`src/rtl/seg_char_reader.sv`:
```
// Recovers 3-bit character codes from a sampled 7-segment bus. A pattern must be held stable
// for STABLE_CYCLES enabled samples before it is decoded and offered on a valid/ready output.
module seg_char_reader #(
    parameter int unsigned STABLE_CYCLES = 4
) (
    input  logic       clk,
    input  logic       rst_n,
    input  logic [6:0] seg_in,
    input  logic       seg_en,
    output logic [2:0] code_out,
    output logic       code_valid,
    input  logic       code_ready,
    output logic       err,
    output logic [7:0] err_count,
    output logic       ovr,
    input  logic       clr
);

    localparam logic [7:0] StableMax = 8'(STABLE_CYCLES);

    typedef enum logic [1:0] {
        StIdle,
        StQual,
        StLocked
    } state_e;

    // Returns {is_valid_char, code}.
    function automatic logic [3:0] decode_seg(input logic [6:0] pat);
        logic [3:0] res;
        case (pat)
            7'b1110111: res = {1'b1, 3'd0};
            7'b1100010: res = {1'b1, 3'd1};
            7'b0111001: res = {1'b1, 3'd2};
            7'b1011110: res = {1'b1, 3'd3};
            7'b0111111: res = {1'b1, 3'd4};
            7'b1110001: res = {1'b1, 3'd5};
            7'b1100100: res = {1'b1, 3'd6};
            7'b1110110: res = {1'b1, 3'd7};
            default:    res = {1'b0, 3'd0};
        endcase
        return res;
    endfunction

    // Input stage and qualification FSM
    state_e     state_q, state_d;
    logic [6:0] seg_q, seg_d;
    logic [7:0] cnt_q, cnt_d;
    logic       qual_q, qual_d;
    logic [6:0] qual_pat_q, qual_pat_d;

    // Output stage
    logic [2:0] code_q, code_d;
    logic       valid_q, valid_d;
    logic       err_q, err_d;
    logic [7:0] err_cnt_q, err_cnt_d;
    logic       ovr_q, ovr_d;

    logic       same;
    logic [3:0] decoded;
    logic       load_req;
    logic       bad_req;
    logic       consume;

    always_comb begin
        seg_d      = seg_q;
        cnt_d      = cnt_q;
        state_d    = state_q;
        qual_d     = 1'b0;
        qual_pat_d = qual_pat_q;
        same       = (seg_in == seg_q);

        if (seg_en) begin
            seg_d = seg_in;
            if (!same) begin
                cnt_d = 8'd1;
            end else if (cnt_q < StableMax) begin
                cnt_d = cnt_q + 8'd1;
            end

            if (seg_in == 7'd0) begin
                state_d = StIdle;
            end else if (state_q == StLocked && same) begin
                state_d = StLocked;
            end else if (cnt_d == StableMax) begin
                // Qualify exactly once; decoding happens on the following edge.
                state_d    = StLocked;
                qual_d     = 1'b1;
                qual_pat_d = seg_in;
            end else begin
                state_d = StQual;
            end
        end
    end

    always_comb begin
        decoded  = decode_seg(qual_pat_q);
        load_req = qual_q & decoded[3];
        bad_req  = qual_q & ~decoded[3];
        consume  = valid_q & code_ready;

        code_d    = code_q;
        valid_d   = valid_q & ~consume;
        err_d     = bad_req;
        err_cnt_d = err_cnt_q;
        ovr_d     = ovr_q;

        if (load_req && (!valid_q || consume)) begin
            code_d  = decoded[2:0];
            valid_d = 1'b1;
        end

        if (clr) begin
            err_cnt_d = 8'd0;
            ovr_d     = 1'b0;
        end else begin
            if (bad_req && err_cnt_q != 8'hFF) begin
                err_cnt_d = err_cnt_q + 8'd1;
            end
            if (load_req && valid_q && !consume) begin
                ovr_d = 1'b1;
            end
        end
    end

    always_ff @(posedge clk or negedge rst_n) begin
        if (!rst_n) begin
            state_q    <= StIdle;
            seg_q      <= 7'd0;
            cnt_q      <= 8'd0;
            qual_q     <= 1'b0;
            qual_pat_q <= 7'd0;
            code_q     <= 3'd0;
            valid_q    <= 1'b0;
            err_q      <= 1'b0;
            err_cnt_q  <= 8'd0;
            ovr_q      <= 1'b0;
        end else begin
            state_q    <= state_d;
            seg_q      <= seg_d;
            cnt_q      <= cnt_d;
            qual_q     <= qual_d;
            qual_pat_q <= qual_pat_d;
            code_q     <= code_d;
            valid_q    <= valid_d;
            err_q      <= err_d;
            err_cnt_q  <= err_cnt_d;
            ovr_q      <= ovr_d;
        end
    end

    assign code_out   = code_q;
    assign code_valid = valid_q;
    assign err        = err_q;
    assign err_count  = err_cnt_q;
    assign ovr        = ovr_q;

endmodule

```
`config.mk`:
```
export PLATFORM = sky130hd
export DESIGN_NAME = seg_char_reader
export DESIGN_NICKNAME = d
export VERILOG_FILES = /design/src/rtl/seg_char_reader.sv
export SDC_FILE = /design/constraint.sdc
export NUM_CORES = 1
export LEC_CHECK = 0
export BUFFER_PORTS_ARGS = -buffer_cell sky130_fd_sc_hd__buf_2
export CAP_MARGIN = 20
export CORE_ASPECT_RATIO = 1.75
export CORE_UTILIZATION = 51
export DETAILED_ROUTE_END_ITERATION = 8
export GPL_TIMING_DRIVEN = 0
export PLACE_DENSITY = 0.74
export SYNTH_ARGS = -nofsm -noshare
export SYNTH_HDL_FRONTEND = slang
export SYNTH_SLANG_ARGS = --single-unit
```
`constraint.sdc`:
```
create_clock -name clk -period 1.82 [get_ports clk]
set_input_delay 0.364 -clock clk [delete_from_list [all_inputs] [get_ports clk]]
set_output_delay 0.364 -clock clk [all_outputs]
set_load 0.03 [all_outputs]
```
# Word-level counts from Yosys, hierarchy flattened
# Cells that the tools add are included.
# totals
register_bits	39
latch_bits	0
ram_bits	0
mem_bits_ro	0
input_bits	12
out_inout_bits	14
memories	0
# op_classes
n_addsub	2
multipliers	0
n_div	0
order_cmp	1
n_eq_ne	12
n_shift	0
n_mux	16
bitwise	8
reduce_logical	12
# op_table
operator	count
$eq 7x7->1 const B	6
$mux 8	5
$pmux 4 s8	1
$add 8x1->8 const B	2
$eq 7x6->1 const B	2
$eq 8x3->1 const B	1
$lt 8x3->1 const B	1
$ne 8x8->1 const B	1
$eq 7x7->1	1
$logic_not 7->1	1
$mux 1	7
$mux 2	3
$logic_and 1x1->1	5
$and 1x1->1	4
$not 1->1	4
$reduce_and 4->1	1
$reduce_bool 2->1	2
$eq 2x2->1 const B	1
$logic_not 1->1	2
$logic_or 1x1->1	1

# Longest topological paths before layout
# Gate-level depths: netlist of run 1.
# logic_depth
word_depth	9
ltp_mapped	7
mapped_depth_nobuf	6

# Worst setup path before layout of run 1
# Ideal clock, no wire load.
# synth_path
path_type	input to register
from	in seg_in[3]
to	reg qual_pat_q[0]
setup_time_ns	0.128
arrival_time_ns	1.758
required_time_ns	1.692
path_slack_ns	-0.066
stages	4
cell_sequence	or4_1 -> o41a_1 -> nand4_4 -> mux2_1
# synth_via
elab_chain_len	5
word_cells_on_any_way	9
cone_classes	eq/ne: 2; mux: 2; bitwise: 2; reduce/logical: 3
# synth_rtl
element	line	text
start: declaration	8	input logic [6:0] seg_in,
$eq 7x7->1	70	same = (seg_in == seg_q);
$mux 8	74	if (!same) begin
$mux 8	72	if (seg_en) begin
$eq 8x3->1	84	end else if (cnt_d == StableMax) begin
$reduce_and 4->1 (no source line) (*)	-	
end signal: assignment	142	qual_pat_q <= qual_pat_d;
end: declaration	49	logic [6:0] qual_pat_q, qual_pat_d;
# Mark *: on every way between the ends. The rest lies on a longest branch, timed or not. The select of a mux whose other input is x is not followed.
# A chain may end at the register's enable or synchronous reset.

# Worst setup path after layout of run 1
# layout_path
from	reg qual_pat_q[1]
to	reg err_cnt_q[6] (netlist: err_count[6])
# layout_via
elab_chain_len	6
word_cells_on_any_way	13
cone_classes	eq/ne: 8; mux: 1; bitwise: 2; reduce/logical: 2
# layout_rtl
element	line	text
$eq 7x7->1 or $eq 7x6->1 (tied branches)	30	case (pat)
$pmux 4 s8 (*)	30	
$not 1->1 (*)	98	bad_req = qual_q & ~decoded[3];
$and 1x1->1 (*)	98	
$logic_and 1x1->1 (*)	116	if (bad_req && err_cnt_q != 8'hFF) begin
$reduce_bool 2->1 (no source line) (*)	-	
end signal: assignment	146	err_cnt_q <= err_cnt_d;
end: declaration	55	logic [7:0] err_cnt_q, err_cnt_d;
# Mark *: on every way between the ends. The rest lies on a longest branch, timed or not.

==> results of run 1 <==
-- cells in the final DEF (no fill, tap or decap), types with 3 or more instances in the layout --
cell type / count
inv_1: 6
clkbuf_8: 5
dfrtp_2: 4
buf_2: 23
xnor2_1: 8
o21ai_0: 5
nand3b_1: 3
a21oi_1: 4
mux2_4: 10
nand3_1: 8
or4_1: 4
dfrtp_1: 35
o31ai_1: 3
buf_4: 18
nand4b_1: 4
nor2_1: 6
nand2b_1: 4
nand4_1: 3
and3_1: 3
mux2_2: 7
buf_6: 7
and2_1: 5
nand2_1: 5
clkbuf_1: 4
nor3_1: 3
-- critical path, stage by stage, from the launching register on --
cell	delay, ps
dfrtp_1	370
buf_6	130
xor2_2	160
or4b_4	510
o221ai_4	140
buf_8	170
nor3_4	40
mux2_4	290
-- area by class of cell --
class | instances | area share
Multi-Input combinational cell | 126 | 0.424
Sequential cell | 39 | 0.378
Buffer | 6 | 0.0217
Timing Repair Buffer | 45 | 0.114
Tap cell | 48 | 0.0231
Inverter | 6 | 0.00867
Clock buffer | 7 | 0.0294
Clock inverter | 1 | 0.00193
-- routing by layer --
| layer | track usage | vias to the layer above | routed length, um |
|---|---|---|---|
| li1 | - | 759 | - |
| met1 | 0.228 | 802 | 1620 |
| met2 | 0.426 | 40 | 2550 |
| met3 | 0.0376 | 14 | 145 |
| met4 | 0.114 | 0 | 130 |
| met5 | 0 | - | 0 |
-- timing repair --
| item | 4_1_cts | 5_1_grt |
|---|---|---|
| endpoints found under the hold margin | 0 | 0 |
| endpoints found under the setup margin | 16 | 20 |
| hold buffers | 0 | 0 |
| resized for setup | 9 | 28 |
| buffers inserted | 12 | 8 |
| pin swaps | 9 | 15 |
-- synthesized netlist by cell type, types with 2 or more instances --
master	instances	area share
nand4_1	3	0.0093
mux2_1	10	0.056
a21oi_1	6	0.015
o31ai_1	5	0.019
xnor2_1	8	0.035
o21ai_0	6	0.015
nor3_1	3	0.0074
a31oi_1	2	0.0062
a22o_1	2	0.0086
dfrtp_1	39	0.48
and2_1	5	0.015
nor2b_1	2	0.0062
mux2i_1	2	0.0099
clkbuf_1	2	0.0037
nand3_1	8	0.020
nand2b_1	5	0.015
nand4b_1	4	0.017
nand3b_1	3	0.011
nor2_1	9	0.017
nand2_1	5	0.0093
or4_1	6	0.022
buf_6	2	0.011
inv_1	6	0.011
ha_1	2	0.012
and3_1	3	0.0093
mux2_2	7	0.039
-- sequential cells by signal (all words and copies together) (netlist names) --
name / cells
cnt_q: 8
err_count: 8
qual_pat_q: 7
seg_q: 7
code_out: 3
state_q: 2
code_valid: 1
err: 1
ovr: 1
qual_q: 1
-- kinds of logic (layout without fill, tap and decap cells) --
group           after synthesis  count (layout)  synth area share
flops                        39              39             0.481
compound gates               31              31             0.116
xor+xnor                      9               9            0.0389
buf+inv                      13              65            0.0395
fa+ha+maj                     2               2            0.0123
simple gates                 64              64             0.200
mux                          20              20             0.112
-- metrics by stage --
step	hold WS (ps)	area [sq um]
3_5_place_dp	481	2220
3_3_place_gp	469	2220
5_1_grt	260	2600
6_report	188	2600
2_1_floorplan	68.4	2040
4_1_cts	201	2420
-- report_power, final --
part | internal [W] | switching (W)
combinational | 0.0000557 | 0.0000666
sequential | 0.000885 | 0.0000123
clock | 0.000269 | 0.000278
total | 0.00121 | 0.000357
-- how the worst max path moves through the flow --
| stage | to |
|---|---|
| 5_1_grt | err_count[3] |
| 6_report | err_count[6] |
| 4_1_cts | err_count[6] |
| 2_1_floorplan | err_count[6] |
| 3_3_place_gp | qual_pat_q[4] |
| 3_5_place_dp | qual_pat_q[5] |
==> impl_metrics.tcl, run 1 <==
set metrics [dict create \
    insertion_delay_ps 290 \
    async_reset_ff_frac 1.00 \
    syn_inst 178 \
    cts.sinks 39 \
    setup_viol 11 \
    violations "setup timing" \
    drive_gt1_frac 0.417 \
    max_slew_margin 0.430 \
    grt_antenna_before_repair 0 \
    antenna_cells 0 \
    core_sq_um 3830 \
    power_leakage_nw 1.18 \
    startpoint "qual_pat_q[1]" \
    drt_iter0_markers 25 \
    power.density_nw_per_um2 603 \
    ys_ff_latch 39 \
    min_period_over_period 1.07 \
    finalWirelength_um 4450 \
    register_area_sq_um 981 \
    io_buffers 25 \
    max_freq_ghz 0.516 \
    numCtsBuffers 5 \
    dieArea_sq_um 4240 \
    hold_violations 0 \
    vias 1615 \
    grt_max_degree 40 \
    irDropWorstVdd_v 0.000684 \
    grt_setup_unrepaired "yes" \
    cts_tree "done" \
    synth.avg_cell_area_sq_um 11.4 \
    outcome "complete, but fails checks" \
    final_cell_count_no_fill 278 \
    worstSetupPathType "reg2reg" \
    floorplan.die.width_um 49.7 \
    cp-start-kind "flop" \
    r2r_end "err_count[6]" \
    h-tree-depth 2 \
    synth.yosys.seq_area_share 0.481 \
    hold_class "in2async" \
    grt_usage 0.226 \
    via_per_inst 5.81 \
    avgRoutedWirePerCell_um 16.0 \
    worst_ep_required_time_ps 1990 \
    synthFlopType "dfrtp_1" \
    start_util 0.529 \
    endpoint_kind "flop" \
    grt_pass1_wl_um 7270 \
    rr_startpoint "qual_pat_q[1]" \
    root_buffer "clkbuf_8" \
    cts_buffer_depth 2 \
    finalPower_w 0.00157 \
    skew_ps 6.56 \
    place.gp.congestion 0.741 \
    arrival_ps 2110 \
    die_y_um 85.4 \
    synth_cell_types 49 \
    finalNetCount 243 \
    area_delta_synth_final_pct 28.1 \
    reg2reg_slack_ps -120 \
    clk_pin_slew_ps 70 \
    syn_nets 192 \
    final.setup.worst_slack_ps -119 \
    syn-cell-area_sq_um 2030 \
    dp_cells 251 \
    multi_input_area_sq_um 1100 \
    first_global_vias 1643 \
    ant_nets 0 \
    fillers 282 \
    drcViolationCount 0 \
    period_needed_ps 1940 \
    synth_warnings 0 \
    place_ws_ps -290 \
    fin_util 0.678 \
    synth-edff-count 0 \
    pin_count 26 \
    rows 30 \
    ff2ff_path_depth 7 \
    drv_slew 0 \
    dpl.hpwl_um 3070 \
    setup_tns_ps -802 \
    dr.pass1.iters 4 \
    gr-total-overflow 0 \
    max_cap_violations 0 \
    worst_pin_slew_ps 855 \
    path_max_fanout 7 \
]
No activity file was read; power rests on OpenSTA's default activity.
==> inputs of run 2 (changes only) <==
--- a/config.mk
+++ b/config.mk
@@ -8,10 +8,11 @@
 export BUFFER_PORTS_ARGS = -buffer_cell sky130_fd_sc_hd__buf_2
 export CAP_MARGIN = 20
 export CORE_ASPECT_RATIO = 1.75
-export CORE_UTILIZATION = 51
+export CORE_UTILIZATION = 54
+export CTS_BUF_LIST = sky130_fd_sc_hd__clkbuf_2 sky130_fd_sc_hd__clkbuf_4 sky130_fd_sc_hd__clkbuf_8
 export DETAILED_ROUTE_END_ITERATION = 8
 export GPL_TIMING_DRIVEN = 0
-export PLACE_DENSITY = 0.74
+export PLACE_DENSITY = 0.78
 export SYNTH_ARGS = -nofsm -noshare
 export SYNTH_HDL_FRONTEND = slang
 export SYNTH_SLANG_ARGS = --single-unit
==> impl_metrics.tcl, run 2 (same netlist as run 1, synthesis figures left out) <==
set metrics [dict create \
    cp-start-kind "flop" \
    dpl-instance-area_sq_um 2220 \
    skew_ps 4.51 \
    path_max_fanout 8 \
    clk_pin_slew_ps 70 \
    irDropWorstVdd_v 0.000706 \
    final_cell_mix "35 x dfrtp_1, 25 x buf_2, 11 x buf_4, 8 x nand3_1, 8 x xnor2_1" \
    via_per_inst 5.84 \
    grt_max_degree 40 \
    pin_count 26 \
    grt_antenna_before_repair 0 \
    hold_class "in2async" \
    gr-total-overflow 0 \
    worstSetupPathType "reg2reg" \
    ant_nets 0 \
    worst_ep_required_time_ps 1990 \
    final_common_cell "dfrtp_1" \
    slowest_stage "or4b_4" \
    grt_pass1_wl_um 6840 \
    violations "setup timing" \
    drive_gt1_frac 0.359 \
    insertion_delay_ps 290 \
    avgRoutedWirePerCell_um 14.8 \
    period_needed_ps 1920 \
    power.density_nw_per_um2 636 \
    hold_violations 0 \
    max_freq_ghz 0.521 \
    numCtsBuffers 5 \
    dr.pass1.iters 4 \
    finalWirelength_um 3980 \
    power_leakage_nw 1.12 \
    io_buffers 25 \
    h-tree-depth 2 \
    cts.sinks 39 \
    drt_iter0_markers 37 \
    rows 29 \
    cts_tree "done" \
    finalNetCount 236 \
    vias 1570 \
    outcome "complete, but fails checks" \
    drcViolationCount 0 \
    final_cell_count_no_fill 269 \
    fin_util 0.683 \
    dieArea_sq_um 4010 \
    antenna_cells 0 \
    drv_slew 0 \
    cts_buffer_depth 2 \
    min_period_over_period 1.05 \
    die_y_um 83.1 \
    reg2reg_slack_ps -100 \
    endpoint_kind "flop" \
    area_delta_synth_final_pct 21.0 \
    cpPeakStageDelay_ps 510 \
    max_slew_margin 0.432 \
    arrival_ps 2090 \
    finish.instance_area_sq_um 2450 \
    root_buffer "clkbuf_8" \
    place.gp.congestion 0.818 \
    final.setup.worst_slack_ps -97.9 \
    dp_cells 249 \
    critPathBufInv 2 \
    max_cap_violations 0 \
    crit_family "simple AND/OR/NAND/NOR gates" \
    floorplan.die.width_um 48.3 \
    grt_setup_unrepaired "yes" \
    first_global_vias 1625 \
    hold_ws_ps 183 \
    cp_cell_sequence "buf_6, xor2_1, or4b_4, o221ai_4, buf_8, nor3_2, mux2_4" \
    start_util 0.564 \
    setup_viol 12 \
    core_sq_um 3590 \
    dpl.hpwl_um 2820 \
    grt_usage 0.219 \
    worst_pin_slew_ps 852 \
]
run 2: per-layer routing:
layer	GRT usage	vias up	wire, um
met5	0	-	0
met4	0.110	0	46
met1	0.213	780	1550
li1	-	742	-
met2	0.421	43	2260
met3	0.0421	5	127
run 2: final timing paths:
| kind | start | end | depth (start not counted) |
|---|---|---|---|
| max | qual_pat_q[1] | err_count[6] | 7 |
| min | rst_n | err_count[1] | 1 |
| max reg2reg | qual_pat_q[1] | err_count[6] | 7 |
| min reg2reg | cnt_q[3] | cnt_q[3] | 1 |
| max in group asynchronous | rst_n | qual_pat_q[2] | 1 |
| min in group clk | seg_in[6] | qual_pat_q[6] | 2 |
run 2: report_power, final:
part | internal (W) | total, W | switching [W]
clock network | 0.000262 | 0.000553 | 0.000291
registers | 0.000884 | 0.000896 | 0.0000121
logic | 0.0000487 | 0.000112 | 0.0000629
run 2: stage by stage:
| step | TNS [ps] | power, W | setup slack (ps) |
|---|---|---|---|
| after global routing | -1670 | 0.00163 | -164 |
| after global placement | -2210 | 0.00102 | -257 |
| after CTS | -631 | 0.00158 | -101 |
| after detailed placement | -3110 | 0.00102 | -284 |
| after floorplan | -441 | 0.000971 | -53.9 |
| final | -676 | 0.00156 | -97.9 |
run 2: what timing repair did:
item	4_1_cts	5_1_grt
hold buffers	0	0
endpoints found under the setup margin	18	20
resized for setup	8	10
buffers inserted	9	4
pin swaps	7	10
run 2: area by class of cell:
| cell class | count | area (sq um) |
|---|---|---|
| clock buffers | 5 | 68.8 |
| inverters | 6 | 22.5 |
| repair buffers | 38 | 230 |
| multi-input cells | 126 | 1020 |
| fillers | 276 | 1140 |
| flip-flops and latches | 39 | 981 |
| clock inverters | 3 | 15.0 |
| well taps | 46 | 57.6 |
| plain buffers | 6 | 56.3 |
